File: config.mk
export PLATFORM = sky130hd
export DESIGN_NAME = vec_mem_seq
export DESIGN_NICKNAME = d
export VERILOG_FILES = /design/src/rtl/vec_mem_seq.sv
export SDC_FILE = /design/constraint.sdc
export NUM_CORES = 2
export LEC_CHECK = 0
export BUFFER_PORTS_ARGS = -buffer_cell sky130_fd_sc_hd__buf_4
export CAP_MARGIN = 20
export CELL_PAD_IN_SITES_DETAIL_PLACEMENT = 2
export CELL_PAD_IN_SITES_GLOBAL_PLACEMENT = 2
export CORE_AREA = 2 2 579 581
export CTS_CLUSTER_DIAMETER = 150
export DETAILED_ROUTE_END_ITERATION = 10
export DIE_AREA = 0 0 581 583
export PLACE_DENSITY = 0.54
export SLEW_MARGIN = 20
export SYNTH_ARGS = -nofsm -noshare
export SYNTH_HDL_FRONTEND = slang
export SYNTH_SLANG_ARGS = --single-unit
File: constraint.sdc
create_clock -name clk -period 3.8 [get_ports clk]
set_clock_uncertainty 0.2 [all_clocks]
set_input_delay 0.57 -clock clk [delete_from_list [all_inputs] [get_ports clk]]
set_output_delay 0.57 -clock clk [all_outputs]
set_load 0.03 [all_outputs]
File: src/rtl/vec_mem_seq.sv
// Vector memory access sequencer.
// Splits one vector load/store into NBEATS beats of four strided lane
// accesses toward a 4-port memory, and gathers load lanes into ld_data.
module vec_mem_seq #(
  parameter int WIDTH  = 32,
  parameter int NBEATS = 4,
  parameter int RD_LAT = 1
) (
  input  logic                      clk,
  input  logic                      rst_n,
  input  logic                      start,
  input  logic                      is_store,
  input  logic [WIDTH-1:0]          base_addr,
  input  logic [WIDTH-1:0]          stride,
  input  logic [WIDTH*4*NBEATS-1:0] st_data,
  output logic                      busy,
  output logic                      done,
  output logic [WIDTH*4*NBEATS-1:0] ld_data,
  output logic                      mem_we,
  output logic [WIDTH-1:0]          mem_addr1,
  output logic [WIDTH-1:0]          mem_addr2,
  output logic [WIDTH-1:0]          mem_addr3,
  output logic [WIDTH-1:0]          mem_addr4,
  output logic [WIDTH-1:0]          mem_wd1,
  output logic [WIDTH-1:0]          mem_wd2,
  output logic [WIDTH-1:0]          mem_wd3,
  output logic [WIDTH-1:0]          mem_wd4,
  input  logic [WIDTH-1:0]          mem_rd1,
  input  logic [WIDTH-1:0]          mem_rd2,
  input  logic [WIDTH-1:0]          mem_rd3,
  input  logic [WIDTH-1:0]          mem_rd4
);

  localparam int VW = WIDTH * 4 * NBEATS;
  localparam int BW = (NBEATS > 1) ? $clog2(NBEATS) : 1;

  localparam logic [1:0] IDLE  = 2'd0;
  localparam logic [1:0] ISSUE = 2'd1;
  localparam logic [1:0] DRAIN = 2'd2;
  localparam logic [1:0] DONE  = 2'd3;

  logic [1:0]       state_reg;
  logic [BW-1:0]    beat_reg;
  logic             is_store_reg;
  logic [WIDTH-1:0] stride4_reg;
  logic [VW-1:0]    st_buf_reg;   // store elements of the beats not yet driven
  logic             we_reg;
  logic [VW-1:0]    ld_data_reg;
  logic [WIDTH-1:0] addr_reg [4];
  logic [WIDTH-1:0] wd_reg   [4];
  logic [WIDTH-1:0] rd_lane  [4];

  logic             accept;
  logic             last_beat;
  logic             advance;
  logic             cap_en;
  logic [BW-1:0]    cap_beat;

  assign accept    = (state_reg == IDLE) && start;
  assign last_beat = (beat_reg == BW'(NBEATS - 1));
  assign advance   = (state_reg == ISSUE) && !last_beat;

  assign busy    = (state_reg != IDLE);
  assign done    = (state_reg == DONE);
  assign mem_we  = we_reg;
  assign ld_data = ld_data_reg;

  assign mem_addr1 = addr_reg[0];
  assign mem_addr2 = addr_reg[1];
  assign mem_addr3 = addr_reg[2];
  assign mem_addr4 = addr_reg[3];
  assign mem_wd1   = wd_reg[0];
  assign mem_wd2   = wd_reg[1];
  assign mem_wd3   = wd_reg[2];
  assign mem_wd4   = wd_reg[3];
  assign rd_lane[0] = mem_rd1;
  assign rd_lane[1] = mem_rd2;
  assign rd_lane[2] = mem_rd3;
  assign rd_lane[3] = mem_rd4;

  // Control FSM: command latch, beat counter and store-data shifter
  always_ff @(posedge clk or negedge rst_n) begin
    if (!rst_n) begin
      state_reg    <= IDLE;
      beat_reg     <= '0;
      is_store_reg <= 1'b0;
      stride4_reg  <= '0;
      st_buf_reg   <= '0;
    end else begin
      case (state_reg)
        IDLE: begin
          if (start) begin
            state_reg    <= ISSUE;
            beat_reg     <= '0;
            is_store_reg <= is_store;
            stride4_reg  <= stride << 2;
            st_buf_reg   <= st_data >> (4 * WIDTH);
          end
        end
        ISSUE: begin
          if (last_beat) begin
            if (!is_store_reg && RD_LAT != 0) state_reg <= DRAIN;
            else                              state_reg <= DONE;
          end else begin
            beat_reg   <= beat_reg + 1'b1;
            st_buf_reg <= st_buf_reg >> (4 * WIDTH);
          end
        end
        DRAIN:   state_reg <= DONE;
        default: state_reg <= IDLE;
      endcase
    end
  end

  // Shared write enable: high exactly for the store beats
  always_ff @(posedge clk or negedge rst_n) begin
    if (!rst_n) we_reg <= 1'b0;
    else        we_reg <= (accept && is_store) || (advance && is_store_reg);
  end

  // Per-lane address/data registers; addresses step by 4*stride per beat
  for (genvar gi = 0; gi < 4; gi++) begin : g_lane
    logic [WIDTH-1:0] lane_off;

    // stride * gi built from a shift and an add
    assign lane_off = (((gi / 2) != 0) ? (stride << 1) : '0)
                    + (((gi % 2) != 0) ? stride : '0);

    // Lane gi: load first beat on accept, step on each further beat, else hold
    always_ff @(posedge clk or negedge rst_n) begin
      if (!rst_n) begin
        addr_reg[gi] <= '0;
        wd_reg[gi]   <= '0;
      end else if (accept) begin
        addr_reg[gi] <= base_addr + lane_off;
        wd_reg[gi]   <= is_store ? st_data[WIDTH*gi +: WIDTH] : '0;
      end else if (advance) begin
        addr_reg[gi] <= addr_reg[gi] + stride4_reg;
        wd_reg[gi]   <= is_store_reg ? st_buf_reg[WIDTH*gi +: WIDTH] : '0;
      end
    end
  end

  // Capture timing follows the memory read latency
  if (RD_LAT == 0) begin : g_cap_comb
    assign cap_en   = (state_reg == ISSUE) && !is_store_reg;
    assign cap_beat = beat_reg;
  end else begin : g_cap_reg
    logic          cap_valid_reg;
    logic [BW-1:0] cap_beat_reg;

    // Delay the load-beat tag by one cycle to line up with registered read data
    always_ff @(posedge clk or negedge rst_n) begin
      if (!rst_n) begin
        cap_valid_reg <= 1'b0;
        cap_beat_reg  <= '0;
      end else begin
        cap_valid_reg <= (state_reg == ISSUE) && !is_store_reg;
        cap_beat_reg  <= beat_reg;
      end
    end

    assign cap_en   = cap_valid_reg;
    assign cap_beat = cap_beat_reg;
  end

  // Gather read lanes into the elements of the captured beat only
  always_ff @(posedge clk or negedge rst_n) begin
    if (!rst_n) begin
      ld_data_reg <= '0;
    end else if (cap_en) begin
      for (int b = 0; b < NBEATS; b++) begin
        if (cap_beat == BW'(b)) begin
          for (int i = 0; i < 4; i++) begin
            ld_data_reg[WIDTH*(4*b+i) +: WIDTH] <= rd_lane[i];
          end
        end
      end
    end
  end

endmodule

==> impl_metrics.ini <==
[outcome]
status = finished, final reports clean

[synthesis]
synth_edf_count = 0
syn_area_per_cell_sq_um = 10.7
synth_flop_cell = dfrtp_1
async_flop_share = 1.00
ys_seq_area_frac = 0.507
netlist_instances = 5494
synth-seq-cells = 1189
syn_nets = 6451
syn_area_sq_um = 58700
synth_cell_type_count = 73
ys.warnings.count = 0

[cts]
cts.sinks = 1189
clk_path_buf_depth = 4
numCtsBuffers = 162
cts_tree = done
htreeDepth = 4
ctsRootBufferMaster = clkbuf_16
clk_pin_slew_worst_paths_ns = 0.06
clkLatencyLatePin_ns = 0.85

[critical_path]
cp.buffers_inverters = 2
cp_slowest_cell = dfrtp_2
worstPathArrival_ns = 4.28
crit_family = compound AO/OA/AOI/OAI gates
slowest_delay_ns = 0.48
cpMostUsedCell = a21o_1
critical_path_class = reg2reg
worstPathMaxFanout = 4
worstPathCellList = ha_4 > fa_2 > a21o_1 > a21o_1 > a2111oi_4 > buf_4 > o31ai_4 > buf_6 > a211o_4 > a31o_4 > a31oi_4 > xnor2_1 > nand2_1 > a31oi_1
cp_data_required_time_ns = 4.32
crit_path_end_kind = flip-flop
critPathLaunchType = flip-flop

[grt]
grt_pass1_wl_um = 474000
grtUsageTotal = 0.194
grt_max_degree = 151
overflow = 0
grt_pass1_vias = 60600
antenna_found_initial = 152

[placement]
dp_hpwl_um = 264000
gp_congestion = 0.883
io_buffers = 1478
dp.cells = 11400

[sta]
holdWs_ns = 0.0209
tightest_slew_ns = 1.01
rsz0062_at_grt = yes
finalSetupViolations = 0
fmax_ghz = 0.266
totalNegativeSetupSlack_ns = 0
period_share = 0.991
slew_headroom = 0.325
min_period_ns = 3.77
slew_violations = 0
hold_viol = 0

[routing]
postRouteAntennaNets = 0
drtPass1Iterations = 5
post_drt_wl_per_cell_um = 27.1
wl_um = 338000
drtIter0Drc = 2394
vias = 54600
viasPerCell = 4.37
drc_errors = 0

[cells_and_area]
drive_above_1_share = 0.344
most-common-layout-cells = buf_4 (1841), dfrtp_1 (1186), nand2_1 (821)
final_core_util = 0.273
area_growth_pct = 54.8
final_common_cell = buf_4
finalNetCount = 8869
finalNonFillerCells = 12500
largest_reg_flops = 512

[min_path]
hold_class = in2reg

[floorplan]
initial_core_util = 0.177
io_pins = 1479
die_h_um = 583
dieArea_sq_um = 339000
fp-row-count = 212
chipWidth_um = 581
design.core.area_sq_um = 332000

[run]
maxCapViolCount = 0

[power_and_ir_drop]
p_leak_uw = 0.0413
total_power_uw = 91500
powerDensity_nw_per_um2 = 1010
vdd.ir_drop.worst_v = 0.000522
[cell type report]
class / instances / area [sq um]
inverter: 49 / 184
fill: 36700 / 242000
clock buffer: 231 / 4760
tap: 4387 / 5490
timing repair buffer: 2585 / 21700
antenna: 86 / 215
clock inverter: 52 / 681
multi-input combinational: 3925 / 28000
sequential: 1189 / 29800
[layer usage]
layer	wire, um	GRT usage	vias up
met5	330	0	-
met4	10100	0.0552	54
met3	20800	0.0479	474
met2	168000	0.338	1468
met1	139000	0.234	28300
li1	-	-	24400
[stage by stage]
step | setup WS (ns) | instance area (sq um)
after floorplan | 0.0961 | 58700
after global placement | -0.751 | 77700
after detailed placement | -0.756 | 77700
after CTS | 0.00176 | 90300
after global routing | -0.109 | 90800
final | 0.0343 | 90900
[path summary, 6_finish.rpt]
check | to | slack [ns] | cells past startpoint | startpoint
setup / recovery | mem_addr2[22]$_DFFE_PN0P_ | 0.03 | 14 | stride4_reg[2]$_DFFE_PN0P_
hold / removal | st_buf_reg[253]$_DFFE_PN0P_ | 0.02 | 3 | st_data[381]
setup reg to reg | mem_addr2[22]$_DFFE_PN0P_ | 0.03 | 14 | stride4_reg[2]$_DFFE_PN0P_
hold reg to reg | st_buf_reg[268]$_DFFE_PN0P_ | 0.27 | 2 | st_buf_reg[268]$_DFFE_PN0P_
max in group asynchronous | ld_data[476]$_DFFE_PN0P_ | 1.97 | 3 | rst_n
min in group asynchronous | mem_addr2[1]$_DFFE_PN0P_ | 0.22 | 2 | rst_n
[power breakdown]
part	internal [uW]	leakage [uW]	switching, uW
Clock	9410	0.00268	6600
Combinational	19800	0.0243	31500
Sequential	19200	0.0143	4930
Total	48500	0.0413	43000
[cells by family after synthesis]
| group | after synthesis | synth area share |
|---|---|---|
| AO/OA/AOI/OAI | 1145 | 0.123 |
| XOR/XNOR | 173 | 0.0258 |
| adder cells (fa/ha/maj) | 249 | 0.0578 |
| buffers and inverters | 380 | 0.0244 |
| flip-flops | 1189 | 0.507 |
| multiplexers | 784 | 0.145 |
| AND/OR/NAND/NOR | 1574 | 0.117 |
[timing repair]
action,CTS,global route
gates resized for setup,30,72
endpoints found under the setup margin,31,32
buffers inserted,1,6
pin swaps,7,30
hold buffers,695,0
endpoints found under the hold margin,1132,0
[worst register-to-register path: cells and delay by family, from the launching register on]
| kind | cells | cell delay [ns] |
|---|---|---|
| AO/OA/AOI/OAI | 8 | 1.89 |
| adder cells (fa/ha/maj) | 2 | 0.55 |
| AND/OR/NAND/NOR | 1 | 0.07 |
| XOR/XNOR | 1 | 0.13 |
| buffers and inverters | 2 | 0.36 |
| flip-flops | 1 | 0.48 |
[synth_stat cells, types with 20 or more instances]
library cell | n | share of area
mux2_2 | 513 | 0.098
a211oi_1 | 47 | 0.0060
nand2_1 | 824 | 0.053
fa_1 | 37 | 0.013
a21oi_1 | 240 | 0.020
ha_1 | 212 | 0.045
nand4_1 | 23 | 0.0025
xnor2_1 | 106 | 0.016
clkbuf_1 | 306 | 0.020
xor2_1 | 67 | 0.010
nand3_1 | 38 | 0.0032
mux2i_1 | 270 | 0.046
nand2b_1 | 20 | 0.0021
buf_1 | 23 | 0.0015
a221oi_1 | 135 | 0.020
nor2b_1 | 25 | 0.0027
nand3b_1 | 130 | 0.017
dfrtp_1 | 1189 | 0.51
a21o_1 | 113 | 0.014
nor2_1 | 420 | 0.027
o21bai_1 | 28 | 0.0036
a31oi_1 | 46 | 0.0049
inv_1 | 49 | 0.0031
o21ai_0 | 409 | 0.035
Power figures use the tool's default switching activity.
